File: src/rtl/kbd_pkg.sv
// rtl/kbd_pkg.sv - scan-code constants and PS/2 receiver state encoding
package kbd_pkg;

    localparam logic [7:0] SC_EXT   = 8'hE0;
    localparam logic [7:0] SC_BREAK = 8'hF0;
    localparam logic [7:0] SC_PAUSE = 8'hE1;
    localparam logic [7:0] SC_RIGHT = 8'h74;
    localparam logic [7:0] SC_LEFT  = 8'h6B;
    localparam logic [7:0] SC_SPACE = 8'h29;

    typedef enum logic [1:0] {
        IDLE   = 2'd0,
        DATA   = 2'd1,
        PARITY = 2'd2,
        STOP   = 2'd3
    } rx_state_t;

endpackage

File: src/rtl/ps2_rx_frame.sv
// rtl/ps2_rx_frame.sv - PS/2 pin synchroniser, clock filter and 11-bit frame receiver
module ps2_rx_frame #(
    parameter int FILTER_LEN     = 8,
    parameter int TIMEOUT_CYCLES = 100000
) (
    input  logic       clk,
    input  logic       resetN,
    input  logic       ps2Clk,
    input  logic       ps2Data,
    output logic       byteValid,
    output logic [7:0] rxByte,
    output logic       frameErr
);
    import kbd_pkg::*;

    localparam int FW = $clog2(FILTER_LEN + 1);
    localparam int TW = $clog2(TIMEOUT_CYCLES + 1);

    logic [1:0]    r_clk_sync;
    logic [1:0]    r_dat_sync;
    logic          w_clk_s;
    logic          w_dat_s;
    logic          r_filt_clk;
    logic [FW-1:0] r_filt_cnt;
    logic          r_fall;
    logic          r_fall_dat;
    rx_state_t     r_state;
    logic [2:0]    r_bit_idx;
    logic [7:0]    r_shift;
    logic          r_par;
    logic [TW-1:0] r_tmo;
    logic          r_byte_valid;
    logic [7:0]    r_byte;
    logic          r_frame_err;

    assign w_clk_s = r_clk_sync[1];
    assign w_dat_s = r_dat_sync[1];

    // Idle bus level is high, so synchronisers and filter reset to 1 to avoid a false edge.
    always_ff @(posedge clk or negedge resetN) begin
        if (!resetN) begin
            r_clk_sync <= 2'b11;
            r_dat_sync <= 2'b11;
            r_filt_clk <= 1'b1;
            r_filt_cnt <= '0;
            r_fall     <= 1'b0;
            r_fall_dat <= 1'b1;
        end else begin
            r_clk_sync <= {r_clk_sync[0], ps2Clk};
            r_dat_sync <= {r_dat_sync[0], ps2Data};
            r_fall     <= 1'b0;
            if (w_clk_s == r_filt_clk) begin
                r_filt_cnt <= '0;
            end else if (r_filt_cnt == FW'(FILTER_LEN - 1)) begin
                r_filt_clk <= w_clk_s;
                r_filt_cnt <= '0;
                r_fall     <= ~w_clk_s;
                r_fall_dat <= w_dat_s;
            end else begin
                r_filt_cnt <= r_filt_cnt + 1'b1;
            end
        end
    end

    always_ff @(posedge clk or negedge resetN) begin
        if (!resetN) begin
            r_state      <= IDLE;
            r_bit_idx    <= '0;
            r_shift      <= '0;
            r_par        <= 1'b0;
            r_tmo        <= '0;
            r_byte_valid <= 1'b0;
            r_byte       <= '0;
            r_frame_err  <= 1'b0;
        end else begin
            r_byte_valid <= 1'b0;
            r_frame_err  <= 1'b0;
            if (r_state == IDLE || r_fall) begin
                r_tmo <= '0;
            end else begin
                r_tmo <= r_tmo + 1'b1;
            end

            if (r_state != IDLE && !r_fall && r_tmo == TW'(TIMEOUT_CYCLES - 1)) begin
                r_state     <= IDLE;
                r_frame_err <= 1'b1;
                r_tmo       <= '0;
            end else if (r_fall) begin
                case (r_state)
                    IDLE: begin
                        if (!r_fall_dat) begin
                            r_state   <= DATA;
                            r_bit_idx <= '0;
                        end
                    end
                    DATA: begin
                        r_shift   <= {r_fall_dat, r_shift[7:1]};
                        r_bit_idx <= r_bit_idx + 1'b1;
                        if (r_bit_idx == 3'd7) begin
                            r_state <= PARITY;
                        end
                    end
                    PARITY: begin
                        r_par   <= r_fall_dat;
                        r_state <= STOP;
                    end
                    STOP: begin
                        r_state <= IDLE;
                        if (r_fall_dat && (^{r_shift, r_par})) begin
                            r_byte_valid <= 1'b1;
                            r_byte       <= r_shift;
                        end else begin
                            r_frame_err <= 1'b1;
                        end
                    end
                    default: r_state <= IDLE;
                endcase
            end
        end
    end

    assign byteValid = r_byte_valid;
    assign rxByte    = r_byte;
    assign frameErr  = r_frame_err;

endmodule

File: src/rtl/ps2_key_decoder.sv
// rtl/ps2_key_decoder.sv - PS/2 scan-code decoder for arrow and space player controls
module ps2_key_decoder #(
    parameter int FILTER_LEN     = 8,
    parameter int TIMEOUT_CYCLES = 100000
) (
    input  logic clk,
    input  logic resetN,
    input  logic ps2Clk,
    input  logic ps2Data,
    output logic rightArrow,
    output logic leftArrow,
    output logic spaceBar,
    output logic spaceHeld,
    output logic frameErr
);
    import kbd_pkg::*;

    logic       w_byte_valid;
    logic [7:0] w_byte;
    logic       w_frame_err;
    logic       r_ext;
    logic       r_brk;
    logic [2:0] r_skip;
    logic       r_right;
    logic       r_left;
    logic       r_space_pulse;
    logic       r_space_held;

    ps2_rx_frame #(
        .FILTER_LEN    (FILTER_LEN),
        .TIMEOUT_CYCLES(TIMEOUT_CYCLES)
    ) u_rx (
        .clk      (clk),
        .resetN   (resetN),
        .ps2Clk   (ps2Clk),
        .ps2Data  (ps2Data),
        .byteValid(w_byte_valid),
        .rxByte   (w_byte),
        .frameErr (w_frame_err)
    );

    // The skip window is checked first so the second E1 inside the pause sequence is swallowed.
    always_ff @(posedge clk or negedge resetN) begin
        if (!resetN) begin
            r_ext         <= 1'b0;
            r_brk         <= 1'b0;
            r_skip        <= '0;
            r_right       <= 1'b0;
            r_left        <= 1'b0;
            r_space_pulse <= 1'b0;
            r_space_held  <= 1'b0;
        end else begin
            r_space_pulse <= 1'b0;
            if (w_byte_valid) begin
                if (r_skip != 3'd0) begin
                    r_skip <= r_skip - 1'b1;
                end else if (w_byte == SC_PAUSE) begin
                    r_skip <= 3'd7;
                end else if (w_byte == SC_EXT) begin
                    r_ext <= 1'b1;
                end else if (w_byte == SC_BREAK) begin
                    r_brk <= 1'b1;
                end else begin
                    r_ext <= 1'b0;
                    r_brk <= 1'b0;
                    if (r_ext && w_byte == SC_RIGHT) begin
                        r_right <= ~r_brk;
                    end
                    if (r_ext && w_byte == SC_LEFT) begin
                        r_left <= ~r_brk;
                    end
                    if (!r_ext && w_byte == SC_SPACE) begin
                        r_space_held  <= ~r_brk;
                        r_space_pulse <= ~r_brk & ~r_space_held;
                    end
                end
            end
        end
    end

    assign rightArrow = r_right;
    assign leftArrow  = r_left;
    assign spaceBar   = r_space_pulse;
    assign spaceHeld  = r_space_held;
    assign frameErr   = w_frame_err;

endmodule

File: config.mk
export PLATFORM = sky130hd
export DESIGN_NAME = ps2_key_decoder
export DESIGN_NICKNAME = d
export VERILOG_FILES = /design/src/rtl/kbd_pkg.sv /design/src/rtl/ps2_rx_frame.sv /design/src/rtl/ps2_key_decoder.sv
export SDC_FILE = /design/constraint.sdc
export NUM_CORES = 1
export LEC_CHECK = 0
export ABC_CLOCK_PERIOD_IN_PS = 2100
export CORE_ASPECT_RATIO = 0.75
export CORE_UTILIZATION = 52
export DETAILED_ROUTE_END_ITERATION = 16
export PLACE_DENSITY_LB_ADDON = 0.12
export SYNTH_ARGS = -nofsm -noshare
export SYNTH_HDL_FRONTEND = slang
export SYNTH_SLANG_ARGS = --single-unit
File: constraint.sdc
create_clock -name clk -period 2.1 [get_ports clk]
set_input_delay 0.315 -clock clk [delete_from_list [all_inputs] [get_ports clk]]
set_output_delay 0.315 -clock clk [all_outputs]
set_load 0.01 [all_outputs]
==> impl_metrics.ini <==
[layout]
num_antenna_cells = 0
drive_gt1_share_pct = 17.75
fin_area_um2 = 3321
fill_cells = 456
nets = 286
syn_to_final_growth_pct = 14.74
instances_no_fill = 351

[routing]
wirelength_um = 4723
drt-initial-drc-count = 86
drc_errors = 0
vias = 1872
antenna_left = 0
viasPerCell = 5.333
wire_per_inst_um = 13.46
first_pass_iters = 4

[synthesis]
synth_cells = 251
ys_ff_latch = 61
synth.avg_cell_area_um2 = 11.53
synthArstFlopShare_pct = 100.0
synth_commonest_cells = 55 x dfrtp_1, 25 x nor2_1, 20 x mux2_2
yosysTopAreaCellShare_pct = 47.56
ys_types = 44
seq_area_frac_synth_pct = 53.00
synth.largest_area_cell = dfrtp_1
synth_area_leaders = dfrtp_1 48%, mux2_2 7.8%, dfstp_2 5.4%, ha_1 4.8%, xnor2_1 4.2%
synth_edf_count = 0
yosys_warnings = 0
synth_nets = 266
yosys.cell_count.top_type = dfrtp_1
yosys_most_used_dff = dfrtp_1
synth_area_um2 = 2894

[clocking]
clk_path_buf_depth = 2
cts_buffers = 9
clk_latency_ns = 0.34
cts-root-buf = clkbuf_8
htreeDepth = 3
clk_pin_slew_ns = 0.07
cts_setup_buffers = 0
cts.sinks = 61
cts_tree = yes

[placed_design]
placed_cells = 334
dpl_worst_slack_ns = 0.1605
placed_area_um2 = 3085
gp_congestion = 0.8114
dp_hpwl_um = 3251
portBuffers = 8

[critical_path]
rr_worst_depth = 4
startpoint_type = flop
arrival_ns = 2.18
crit_family = multiplexers
cp-startpoint = u_rx.r_shift[1]
critPathBufInv = 0
cp.depth = 4
end_kind = flop
rrSetupSlack_ns = 0.15
endpoint = u_rx.rxByte[2]
worstReg2RegStart = u_rx.r_shift[1]
r2r-end = u_rx.rxByte[2]
worst_ep_required_time_ns = 2.32
path_max_fanout = 9
crit_slowest_cell = xnor3_2
path_class = flop to flop
max_stage_delay_ns = 0.44
crit_chain = xor2_1 -> xnor3_2 -> mux2i_4 -> mux2_2

[power]
peakVddDrop_mv = 0.4127
p_per_area_nw_per_um2 = 770.7
p_leak_nw = 1.462

[floorplanning]
initial_core_util_pct = 54.07
dieWidth_um = 88.14
rows = 23
core_um2 = 5353
boundaryPins = 9
die_y_um = 66.61
die_area_um2 = 5871

[timing]
finClkSkew_ns = 0.01132
finalSetupTns_ns = 0
layout_setup_ws_ns = 0.1462
finalSetupViolCount = 0
hold_viol = 0
slew_headroom_pct = 68.50
post-route-min-period_ns = 1.954
max_freq_ghz = 0.5118
rsz0062_at_grt = false
finalCritPeriodShare_pct = 93.04
drv_slew = 0
worstMarginPinSlew_ns = 0.4726

[global_route]
grt_pass1_wl_um = 8100
grt_start_max_net_pins = 43
grt.overflow.total = 0
antenna_found_initial = 0
grt.total_usage_pct = 18.84
grt_pass1_vias = 1692

[status]
status = completed

[hold_path]
hp-class = flop to flop

[job]
cap_violations = 0
## power breakdown
group          switching, mW  internal, mW
sequential            0.0369          1.23
clock                  0.458         0.703
combinational         0.0742        0.0588
total                  0.569          1.99
## stage by stage
| stage | utilization, % | power (mW) | hold WS [ns] |
|---|---|---|---|
| 4_1_cts | 62.04 | 2.595 | 0.3576 |
| 3_5_place_dp | 57.64 | 1.424 | 0.3004 |
| 5_1_grt | 62.04 | 2.664 | 0.3589 |
| 3_3_place_gp | 57.64 | 1.420 | 0.3048 |
| 6_report | 62.04 | 2.559 | 0.3564 |
| 2_1_floorplan | - | 1.365 | 0.01941 |
## how the worst min path moves through the flow
stage,startpoint,endpoint,slack [ns],depth (start not counted)
2_1_floorplan,resetN,leftArrow,0.02,0
3_3_place_gp,resetN,rightArrow,0.30,1
3_5_place_dp,resetN,rightArrow,0.30,1
4_1_cts,u_rx.r_clk_sync[0],u_rx.r_clk_sync[1],0.36,0
5_1_grt,u_rx.r_clk_sync[0],u_rx.r_clk_sync[1],0.36,0
6_report,u_rx.r_clk_sync[0],u_rx.r_clk_sync[1],0.36,0
## flip-flops by register name, summed over array words and instances, names as in the netlist, 2 cells and up
register	cells
u_rx.r_bit_idx	3
r_skip	3
u_rx.r_shift	8
u_rx.r_clk_sync	2
u_rx.rxByte	8
u_rx.r_dat_sync	2
u_rx.r_state	2
u_rx.r_filt_cnt	4
u_rx.r_tmo	17
## worst reg2reg max path: stages, from the launching register on
cell and delay [ns]:
dfrtp_1 0.42, xor2_1 0.17, xnor3_2 0.44, mux2i_4 0.41, mux2_2 0.39
## kinds of logic after synthesis
kind of cell	after synthesis	synth area share (%)
DFF	61	53.00
adders and majority gates	11	4.756
buffers and inverters	15	1.989
and+or+nand+nor	94	17.42
xor gates and xnor gates	21	7.436
AOI/OAI and AO/OA	24	5.448
muxes	25	9.944
## layout by cell type (no fill, tap or decap), types with 7 or more instances in the layout
master,synthesis,layout
a21oi_1,7,7
clkbuf_8,0,10
clkdlybuf4s50_1,0,7
dfrtp_1,55,55
ha_1,11,11
inv_1,12,12
mux2_2,20,20
nand2_1,15,15
nand3_1,8,8
nand4_1,8,8
nor2_1,25,25
nor3_1,7,7
xnor2_1,14,14
## what timing repair did
action	CTS	global route
hold buffers	1	0
gates resized for setup	0	0
endpoints found under the setup margin	0	0
hold endpoints to repair	19	0
## final cells by class
type | count | area [µm²] | share of cell area (%)
repair buffers | 12 | 120.1 | 3.617
inverters | 12 | 45.04 | 1.356
multi-input cells | 175 | 1303 | 39.22
clock inverters | 5 | 83.83 | 2.524
clock buffers | 11 | 141.4 | 4.258
flip-flops and latches | 61 | 1534 | 46.19
well taps | 75 | 93.84 | 2.826
## layer usage
| layer | track usage, % | wire (µm) | vias up |
|---|---|---|---|
| met5 | 0 | 0 | - |
| met4 | 4.839 | 29 | 0 |
| met3 | 7.807 | 180 | 4 |
| met2 | 27.91 | 2087 | 32 |
| met1 | 25.63 | 2426 | 903 |
| li1 | - | - | 933 |
Note: power is estimated with default switching activity, not from simulation.
